--- config.mk ---
export PLATFORM = sky130hd
export DESIGN_NAME = gpio_bank
export DESIGN_NICKNAME = d
export VERILOG_FILES = /design/src/rtl/gpio_pkg.sv /design/src/rtl/gpio_debounce.sv /design/src/rtl/gpio_bank.sv
export SDC_FILE = /design/constraint.sdc
export NUM_CORES = 1
export LEC_CHECK = 0
export CAP_MARGIN = 20
export CORE_ASPECT_RATIO = 0.9
export CORE_MARGIN = 1
export CORE_UTILIZATION = 33
export CTS_CLUSTER_DIAMETER = 120
export DETAILED_ROUTE_END_ITERATION = 8
export GPL_ROUTABILITY_DRIVEN = 1
export PLACE_DENSITY = 0.58
export SLEW_MARGIN = 20
export SYNTH_ARGS = -nofsm -noshare
export SYNTH_HDL_FRONTEND = slang
export SYNTH_SLANG_ARGS = --single-unit
--- constraint.sdc ---
create_clock -name clk -period 1.95 [get_ports clk]
set_input_delay 0.585 -clock clk [delete_from_list [all_inputs] [get_ports clk]]
set_output_delay 0.585 -clock clk [all_outputs]
set_load 0.005 [all_outputs]
--- src/rtl/gpio_pkg.sv ---
// Shared constants for the GPIO bank: register indices and bus/prescaler widths.
package gpio_pkg;

  localparam int BUS_W = 32;
  localparam int PRE_W = 16;

  localparam logic [2:0] GPIO_IN       = 3'd0;
  localparam logic [2:0] GPIO_OUT      = 3'd1;
  localparam logic [2:0] GPIO_DIR      = 3'd2;
  localparam logic [2:0] GPIO_IRQ_EN   = 3'd3;
  localparam logic [2:0] GPIO_IRQ_RISE = 3'd4;
  localparam logic [2:0] GPIO_IRQ_FALL = 3'd5;
  localparam logic [2:0] GPIO_IRQ_STAT = 3'd6;
  localparam logic [2:0] GPIO_DEB_DIV  = 3'd7;

endpackage

--- src/rtl/gpio_debounce.sv ---
// Per-pin input path: 2-FF synchroniser followed by a tick-driven debounce filter
// that owns the accepted (IN) level of the pin.
module gpio_debounce #(
  parameter int DEBOUNCE_LEN = 4
) (
  input  logic clk,
  input  logic rst,
  input  logic pad,
  input  logic tick,
  input  logic bypass,
  input  logic cnt_clr,
  output logic level
);

  localparam int CNT_W = (DEBOUNCE_LEN < 2) ? 1 : $clog2(DEBOUNCE_LEN + 1);
  localparam logic [CNT_W-1:0] CNT_LAST = CNT_W'(DEBOUNCE_LEN - 1);
  localparam logic [CNT_W-1:0] CNT_ONE  = CNT_W'(1);

  logic             sync1;
  logic             sync2;
  logic [CNT_W-1:0] cnt;

  always_ff @(posedge clk or negedge rst) begin
    if (!rst) begin
      sync1 <= 1'b0;
      sync2 <= 1'b0;
      cnt   <= '0;
      level <= 1'b0;
    end else begin
      sync1 <= pad;
      sync2 <= sync1;
      if (bypass) begin
        level <= sync2;
        cnt   <= '0;
      end else if (cnt_clr) begin
        cnt <= '0;
      end else if (tick) begin
        // the tick that would bring the count to DEBOUNCE_LEN accepts the level
        if (sync2 != level) begin
          if (cnt == CNT_LAST) begin
            level <= sync2;
            cnt   <= '0;
          end else begin
            cnt <= cnt + CNT_ONE;
          end
        end else begin
          cnt <= '0;
        end
      end
    end
  end

endmodule

--- src/rtl/gpio_bank.sv ---
// Parametrised GPIO bank: register file, debounce prescaler, edge detection with
// sticky W1C status and a registered level interrupt.
module gpio_bank
  import gpio_pkg::*;
#(
  parameter int               WIDTH        = 8,
  parameter int               DEBOUNCE_LEN = 4,
  parameter logic [WIDTH-1:0] DIR_RESET    = '1
) (
  input  logic             clk,
  input  logic             rst,
  input  logic             bus_stb,
  input  logic             bus_we,
  input  logic [2:0]       bus_addr,
  input  logic [31:0]      bus_wdata,
  output logic [31:0]      bus_rdata,
  output logic             bus_ack,
  input  logic [WIDTH-1:0] gpio_i,
  output logic [WIDTH-1:0] gpio_o,
  output logic [WIDTH-1:0] gpio_oe,
  output logic             irq
);

  logic [WIDTH-1:0] out_q;
  logic [WIDTH-1:0] dir_q;
  logic [WIDTH-1:0] en_q;
  logic [WIDTH-1:0] rise_q;
  logic [WIDTH-1:0] fall_q;
  logic [WIDTH-1:0] stat_q;
  logic [WIDTH-1:0] prev_q;
  logic [WIDTH-1:0] in_lvl;
  logic [PRE_W-1:0] deb_div;
  logic [PRE_W-1:0] pre;

  logic             wr;
  logic             rd;
  logic             deb_wr;
  logic             bypass;
  logic             tick;
  logic [WIDTH-1:0] wdat;
  logic [WIDTH-1:0] stat_clr;
  logic [WIDTH-1:0] edge_set;
  logic [BUS_W-1:0] rd_mux;
  logic             unused_wdata;

  assign wr           = bus_stb & bus_we;
  assign rd           = bus_stb & ~bus_we;
  assign wdat         = bus_wdata[WIDTH-1:0];
  assign deb_wr       = wr && (bus_addr == GPIO_DEB_DIV);
  assign bypass       = (deb_div == '0);
  assign tick         = !bypass && (pre == deb_div);
  assign stat_clr     = (wr && (bus_addr == GPIO_IRQ_STAT)) ? wdat : '0;
  assign edge_set     = (in_lvl & ~prev_q & rise_q) | (~in_lvl & prev_q & fall_q);
  assign unused_wdata = ^bus_wdata;

  assign gpio_o  = out_q;
  assign gpio_oe = ~dir_q;

  for (genvar i = 0; i < WIDTH; i++) begin : g_pin
    gpio_debounce #(
      .DEBOUNCE_LEN(DEBOUNCE_LEN)
    ) u_deb (
      .clk    (clk),
      .rst    (rst),
      .pad    (gpio_i[i]),
      .tick   (tick),
      .bypass (bypass),
      .cnt_clr(deb_wr),
      .level  (in_lvl[i])
    );
  end

  // prescaler runs 0..deb_div; a DEB_DIV write restarts the debounce timebase
  always_ff @(posedge clk or negedge rst) begin
    if (!rst) begin
      pre <= '0;
    end else if (deb_wr || bypass || tick) begin
      pre <= '0;
    end else begin
      pre <= pre + PRE_W'(1);
    end
  end

  always_ff @(posedge clk or negedge rst) begin
    if (!rst) begin
      out_q   <= '0;
      dir_q   <= DIR_RESET;
      en_q    <= '0;
      rise_q  <= '0;
      fall_q  <= '0;
      stat_q  <= '0;
      prev_q  <= '0;
      deb_div <= '0;
      irq     <= 1'b0;
    end else begin
      prev_q <= in_lvl;
      stat_q <= (stat_q & ~stat_clr) | edge_set;
      irq    <= |(stat_q & en_q);
      if (wr) begin
        case (bus_addr)
          GPIO_OUT:      out_q   <= wdat;
          GPIO_DIR:      dir_q   <= wdat;
          GPIO_IRQ_EN:   en_q    <= wdat;
          GPIO_IRQ_RISE: rise_q  <= wdat;
          GPIO_IRQ_FALL: fall_q  <= wdat;
          GPIO_DEB_DIV:  deb_div <= bus_wdata[PRE_W-1:0];
          default:       ;
        endcase
      end
    end
  end

  always_comb begin
    rd_mux = '0;
    case (bus_addr)
      GPIO_IN:       rd_mux[WIDTH-1:0] = in_lvl;
      GPIO_OUT:      rd_mux[WIDTH-1:0] = out_q;
      GPIO_DIR:      rd_mux[WIDTH-1:0] = dir_q;
      GPIO_IRQ_EN:   rd_mux[WIDTH-1:0] = en_q;
      GPIO_IRQ_RISE: rd_mux[WIDTH-1:0] = rise_q;
      GPIO_IRQ_FALL: rd_mux[WIDTH-1:0] = fall_q;
      GPIO_IRQ_STAT: rd_mux[WIDTH-1:0] = stat_q;
      GPIO_DEB_DIV:  rd_mux[PRE_W-1:0] = deb_div;
      default:       rd_mux = '0;
    endcase
  end

  always_ff @(posedge clk or negedge rst) begin
    if (!rst) begin
      bus_ack   <= 1'b0;
      bus_rdata <= '0;
    end else begin
      bus_ack <= bus_stb;
      if (rd) begin
        bus_rdata <= rd_mux;
      end
    end
  end

endmodule

==> results by group, run 1 <==
STA
  – Maximum clock rate: between 400 and 500 MHz
  – RSZ-0062 raised after global routing: yes
  – Hold WS: approximately 0.07 ns
  – TNS Setup: -3.24 ns
  – Final max-slew violation count: 0
  – Final hold violations: 0
  – Clk_skew: 0.00991 ns
  – Worst Setup Slack, final: -0.151 ns
  – Final Cycle Share: 1.08
  – Fin crit period: 2.10 ns
  – Final setup fails: 39

Setup path
  – Crit path capture type: flip-flop
  – Critical Path End: g_pin[7].u_deb.cnt[1]
  – FF-to-FF setup slack: -0.15 ns
  – Levels on crit path: 7
  – Crit path launch type: flip-flop
  – FF-to-FF End: g_pin[7].u_deb.cnt[1]
  – Req. time, crit path: 2.31 ns
  – Worst Setup Path Type: reg2reg
  – R2R cell count: 7
  – Critical Path Slowest Stage Cell: or4_4
  – CP Cell Sequence: xor2_1, nor4_2, nand4_1, buf_6, buf_12, or4_4, a21oi_2
  – CP Max Fanout: 5
  – Critical Path Max Stage Delay: 0.54 ns
  – Family with the most delay on the worst path: simple AND/OR/NAND/NOR gates
  – WP data arrival: 2.46 ns
  – Setup crit start: deb_div[12]
  – CP Buf/Inv Count: 2
  – Reg-to-Reg Start: deb_div[12]

Route
  – Wire per inst: between 15 and 20 µm
  – Final ANT Viol Nets: 0
  – Vias: around 5300
  – Drt initial violations: between 200 and 250
  – Via-per-instance ratio: approximately 4.8
  – First-pass DRT Iterations: 4
  – Drt drc: 0
  – WL final: around 18000 µm

Clock network
  – TritonCTS Buffers: 17
  – Worst-skew pair later-pin latency: ~0.43 ns
  – Clk root buf: clkbuf_16
  – Clock-pin slew on the worst setup and hold paths: about 0.07 ns
  – CTS tree: yes
  – CTS Buffer Depth: 2
  – Clock net sink count: between 150 and 200
  – H-tree depth: 4

Yosys
  – Main area contributors after synthesis: dfrtp_1, nand2_1, mux2_2
  – Synth cell types: between 40 and 50
  – Commonest cells in the netlist: dfrtp_1, nand2_1, nor2_1
  – Yosys warns: 0
  – Post-synth design cell area: about 0.007 mm²
  – Synth Flop Type: dfrtp_1
  – Post-Synthesis Cells: about 650
  – Area fraction of the dominant cell type after synthesis: 0.522
  – EDFF count, synth: 0
  – Sequential fraction of the synthesis area: 0.552
  – Most common cell in the synthesized netlist: dfrtp_1
  – #FFs+latches synth: 154
  – Syn_area_per_cell: between 10 and 15 µm²
  – Synth async-reset ratio: 1.00
  – Cell taking the most area after synthesis: dfrtp_1

Floorplan
  – Die Wd: between 150 and 200 µm
  – Row Count: 50
  – Full die area: 0.0218 mm²
  – Io pins: 97
  – DIE HEIGHT: 140 µm
  – Core Area: roughly 0.021 mm²
  – Initial core utilization: 0.337

Pwr
  – Pwr/cell area: approximately 1000 mW/mm²
  – Pwr Total: 0.0101 W
  – Leakage: around 4.5 nW
  – VDD IR max: ~0.54 mV

Global routing
  – Global-route usage over all layers: 0.171
  – Initial antenna violation count: 0
  – Global route overflow: 0
  – Largest net degree at the start of global routing: 40
  – Vias in the first global route: ~5200
  – First-pass GRT wire length: roughly 29000 µm

Layout
  – Area Overhead vs Synth: 40.7%
  – Share of cells above drive strength 1: 0.306
  – Layout Nets: 875
  – Sequential Area: between 0.003 and 0.004 mm²
  – Footprint of the multi-input gates: 0.00324 mm²
  – Diodes inserted: 0
  – # fillers: ~1900

Flow run
  – Max_cap viols: 0

Placed design
  – Routability cong.: between 0.7 and 0.8
  – DPL Wire Length: around 12000 µm
  – PortBufs: 64

Min path
  – Hold Crit Class: in2async

Status
  – Failing checks: setup timing
  – Status: finished, violations left
==> area by class of cell <==
type,instances,area share
flip-flops and latches,154,0.392
repair buffers,175,0.178
clock buffers,17,0.0432
clock inverters,15,0.0131
multi-input cells,449,0.329
well taps,286,0.0363
inverters,22,0.00838
==> stage by stage <==
stage          utilization  worst slack (ns)  area (µm²)  cells
2_1_floorplan            -           0.00793        7070    667
3_3_place_gp         0.413            -0.431        8580   1063
3_5_place_dp         0.413            -0.467        8580   1063
4_1_cts              0.453            -0.141        9410   1103
5_1_grt              0.475            -0.244        9860   1118
6_report             0.475            -0.151        9860   1118
==> layout by cell type (no fill, tap or decap), types with 11 or more instances in the layout <==
cell	count
conb_1	16
inv_1	22
nand2_1	124
buf_4	82
mux2_2	32
o21ai_0	16
xor2_1	24
dfrtp_1	144
nor2_1	28
a21oi_2	11
buf_6	14
clkdlybuf4s50_1	54
xnor2_1	14
nor2_4	14
clkbuf_16	20
==> worst min path at each step <==
stage,endpoint,slack [ns]
final,g_pin[4].u_deb.level,0.07
after global routing,g_pin[7].u_deb.sync2,0.09
after CTS,g_pin[4].u_deb.sync1,0.07
after detailed placement,g_pin[1].u_deb.sync2,0.33
after global placement,g_pin[2].u_deb.sync2,0.33
after floorplan,bus_ack,0.29
==> cell families (layout without fill, tap and decap cells) <==
family | Yosys count | count (layout) | share of synthesized area
other cells | 1 | 16 | 0.000535
buf+inv | 64 | 229 | 0.0454
mux | 52 | 52 | 0.0918
simple gates | 240 | 240 | 0.157
fa+ha+maj | 9 | 9 | 0.0161
xor+xnor | 38 | 38 | 0.0475
compound gates | 94 | 94 | 0.0899
flops | 154 | 154 | 0.552
==> state kept, by name (all words and copies together) (netlist names) <==
register / flops
bus_rdata: 16
irq: 1
bus_ack: 1
dir_q: 8
g_pin.u_deb.sync2: 8
g_pin.u_deb.level: 8
en_q: 8
prev_q: 8
rise_q: 8
fall_q: 8
stat_q: 8
g_pin.u_deb.sync1: 8
gpio_o: 8
pre: 16
deb_div: 16
g_pin.u_deb.cnt: 24
==> layer usage <==
layer / global-route usage / up-vias / wire (µm)
met1: 0.246 / 2673 / 8700
li1: - / 2568 / -
met4: 0.0485 / 0 / 168
met5: 0 / - / 0
met2: 0.262 / 89 / 8430
met3: 0.0322 / 14 / 578
==> power breakdown <==
part	switching [W]	internal, W	leakage, nW
clock network	0.00148	0.00167	0.254
registers	0.000644	0.00391	1.90
logic	0.00105	0.00136	2.33
total	0.00317	0.00694	4.49
==> worst register-to-register path, delay by kind of cell, from the launching register on <==
family / cells / cell delay [ns]
DFF: 1 / 0.44
and+or+nand+nor: 3 / 0.97
AOI/OAI and AO/OA: 1 / 0.15
xor gates and xnor gates: 1 / 0.16
buffers and inverters: 2 / 0.30
==> what timing repair did <==
action                     4_1_cts  5_1_grt
gates resized for setup         50       70
pin swaps                       25       33
hold buffers                     0        0
setup endpoints to repair       58       60
cloned                           4        3
setup buffers                    5       12
Note: power is estimated with default switching activity, not from simulation.
==> run 2, diff against run 1 <==
--- a/config.mk
+++ b/config.mk
@@ -12,7 +12,9 @@
 export CTS_CLUSTER_DIAMETER = 120
 export DETAILED_ROUTE_END_ITERATION = 8
 export GPL_ROUTABILITY_DRIVEN = 1
+export MAX_ROUTING_LAYER = met4
 export PLACE_DENSITY = 0.58
+export RECOVER_POWER = 50
 export SLEW_MARGIN = 20
 export SYNTH_ARGS = -nofsm -noshare
 export SYNTH_HDL_FRONTEND = slang
==> results by group, run 2 (synthesis gave the netlist of run 1 again) <==
Global routing
  – Vias in the first global route: 5178 (was 5160)
  – Global-route usage over all layers: 0.176 (was 0.171)
  – Largest net degree at the start of global routing: 40 (unchanged)
  – Initial antenna violation count: 0 (unchanged)
  – First-pass GRT wire length: 28600 µm (was 28500 µm)
  – Global route overflow: 0 (unchanged)

Route
  – Vias: 5363 (was 5344)
  – WL final: 17900 µm (about the same)
  – Final ANT Viol Nets: 0 (unchanged)
  – Wire per inst: 16.0 µm (about the same)
  – First-pass DRT Iterations: 5 (was 4)
  – Via-per-instance ratio: 4.80 (was 4.78)
  – Drt drc: 0 (unchanged)
  – Drt initial violations: 286 (was 232)

Setup path
  – Crit path launch type: flip-flop (unchanged)
  – CP Max Fanout: 5 (unchanged)
  – Worst Setup Path Type: reg2reg (unchanged)
  – Crit path capture type: flip-flop (unchanged)
  – Req. time, crit path: 2.31 ns (about the same)
  – FF-to-FF setup slack: -0.15 ns (about the same)
  – WP data arrival: 2.46 ns (about the same)

Placed design
  – Placed Area: 0.00858 mm² (unchanged)
  – Routability cong.: 0.805 (was 0.794)
  – DPL Wire Length: 12100 µm (unchanged)
  – PortBufs: 64 (unchanged)
  – Post-Place Cells: 1063 (unchanged)

STA
  – Maximum clock rate: 476 MHz (about the same)
  – Final Cycle Share: 1.08 (about the same)
  – RSZ-0062 raised after global routing: yes (unchanged)
  – Fin crit period: 2.10 ns (about the same)
  – Slew @ Worst Pin: 0.980 ns
  – Final hold violations: 0 (unchanged)
  – Slew headroom: 0.346
  – Worst Setup Slack, final: -0.151 ns (about the same)
  – Final setup fails: 41 (was 39)
  – Final max-slew violation count: 0 (unchanged)
  – Clk_skew: 0.0110 ns (was 0.00991 ns)

Clock network
  – CTS tree: yes (unchanged)
  – TritonCTS Buffers: 17 (unchanged)
  – Worst-skew pair later-pin latency: 0.43 ns (about the same)
  – Clk root buf: clkbuf_16 (unchanged)
  – Clock net sink count: 154 (unchanged)
  – H-tree depth: 4 (unchanged)
  – Clock-pin slew on the worst setup and hold paths: 0.07 ns (about the same)
  – CTS Buffer Depth: 2 (unchanged)
  – CTS Hold Buffers Added: 0 (unchanged)

Layout
  – Diodes inserted: 0 (unchanged)
  – Layout Nets: 875 (unchanged)
  – Max reg flops: 24 (unchanged)
  – # fillers: 1920 (was 1910)
  – Area Overhead vs Synth: 39.9% (was 40.7%)
  – Fin cells: 1118 (unchanged)
  – Biggest register: g_pin.u_deb.cnt (unchanged)
  – Share of cells above drive strength 1: 0.305 (was 0.306)
  – Commonest non-fill, non-tap cell in the layout: dfrtp_1 (unchanged)
  – Commonest cells after routing, fill and taps aside: dfrtp_1, nand2_1, buf_4, clkdlybuf4s50_1, mux2_2 (unchanged)
  – Finished layout cell area: 0.00980 mm² (was 0.00986 mm²)

Status
  – Failing checks: setup timing (unchanged)
  – Status: finished, violations left (unchanged)

Floorplan
  – Die Wd: 156 µm (unchanged)
  – Core Area: 0.0208 mm² (unchanged)
  – DIE HEIGHT: 140 µm (unchanged)
  – Row Count: 50 (unchanged)
  – Initial core utilization: 0.337 (unchanged)
  – Full die area: 0.0218 mm² (unchanged)
  – Io pins: 97 (unchanged)

Pwr
  – VDD IR max: 0.539 mV (was 0.541 mV)
  – Pwr/cell area: 1030 mW/mm² (about the same)
  – Leakage: 4.47 nW (was 4.49 nW)

Min path
  – Hold Crit Class: in2async (unchanged)

Flow run
  – Max_cap viols: 0 (unchanged)
## run 2: changes by cell type in the layout (fill, tap and decap cells not counted)
| cell | previous run | this run |
|---|---|---|
| clkbuf_2 | 0 | 3 |
| clkbuf_1 | 0 | 1 |
| clkbuf_4 | 0 | 1 |
| clkdlybuf4s50_1 | 54 | 46 |
| dlygate4sd3_1 | 0 | 8 |
| buf_12 | 10 | 7 |
| buf_2 | 0 | 1 |
| buf_4 | 82 | 80 |
| buf_6 | 14 | 13 |
## run 2: per-layer routing
layer	GRT usage	part of all wire	vias up
met3	0.0319	0.033	17
li1	-	-	2569
met1	0.245	0.49	2684
met4	0.0485	0.012	0
met5	-	0	-
met2	0.263	0.47	93
## run 2: critical path, cell delays in order (launching register included)
cell     delay [ns]
dfrtp_2        0.44
xor2_1         0.15
nor4_2         0.29
nand4_1        0.14
buf_6          0.17
buf_12         0.13
or4_4          0.54
a21oi_2        0.15
## run 2: worst paths after layout
kind                                           start               endpoint  depth (start not counted)
worst max-delay path                     deb_div[12]  g_pin[7].u_deb.cnt[1]                          7
worst min-delay path                             rst   g_pin[4].u_deb.level                          1
worst max register to register           deb_div[12]  g_pin[7].u_deb.cnt[1]                          7
worst min register to register  g_pin[2].u_deb.sync1   g_pin[2].u_deb.sync2                          0
max in group asynchronous                        rst              prev_q[6]                          2
min in group clk                g_pin[2].u_deb.sync1   g_pin[2].u_deb.sync2                          0
## run 2: layout make-up
cell class,instances,area (µm²),share of cell area
Clock buffer,17,425,0.0434
Clock inverter,15,129,0.0131
Tap cell,286,358,0.0365
Sequential cell,154,3870,0.394
Multi-Input combinational cell,449,3240,0.331
Timing Repair Buffer,175,1700,0.173
Inverter,22,82.6,0.00843
## run 2: repair_timing
action / 4_1_cts / 5_1_grt
pin swaps: 25 / 33
setup buffers: 5 / 12
hold endpoints to repair: 0 / 0
endpoints found under the setup margin: 58 / 60
gates resized for setup: 50 / 70
cloned: 4 / 3
## run 2: stage by stage
step	worst slack [ns]	power [W]	utilization	TNS, ns	hold slack [ns]
floorplan	0.00793	0.00561	-	0	0.289
global placement	-0.431	0.00669	0.413	-34.06	0.334
detailed placement	-0.467	0.00674	0.413	-32.64	0.335
CTS	-0.141	0.00999	0.453	-2.58	0.0699
global route	-0.244	0.0106	0.472	-7.52	0.355
finish	-0.151	0.0101	0.472	-3.31	0.308
## run 2: power breakdown
part / internal [W] / leakage, nW / switching (W)
logic: 0.00134 / 2.31 / 0.00105
registers: 0.00391 / 1.90 / 0.000641
clock network: 0.00167 / 0.254 / 0.00147
total: 0.00692 / 4.47 / 0.00317
==> run 3, diff against run 2 <==
--- a/config.mk
+++ b/config.mk
@@ -5,6 +5,7 @@
 export SDC_FILE = /design/constraint.sdc
 export NUM_CORES = 1
 export LEC_CHECK = 0
+export ABC_CLOCK_PERIOD_IN_PS = 1950
 export CAP_MARGIN = 20
 export CORE_ASPECT_RATIO = 0.9
 export CORE_MARGIN = 1
==> results of run 3 <==
The final DEF is identical to that of run 2; final timing and power are the same.
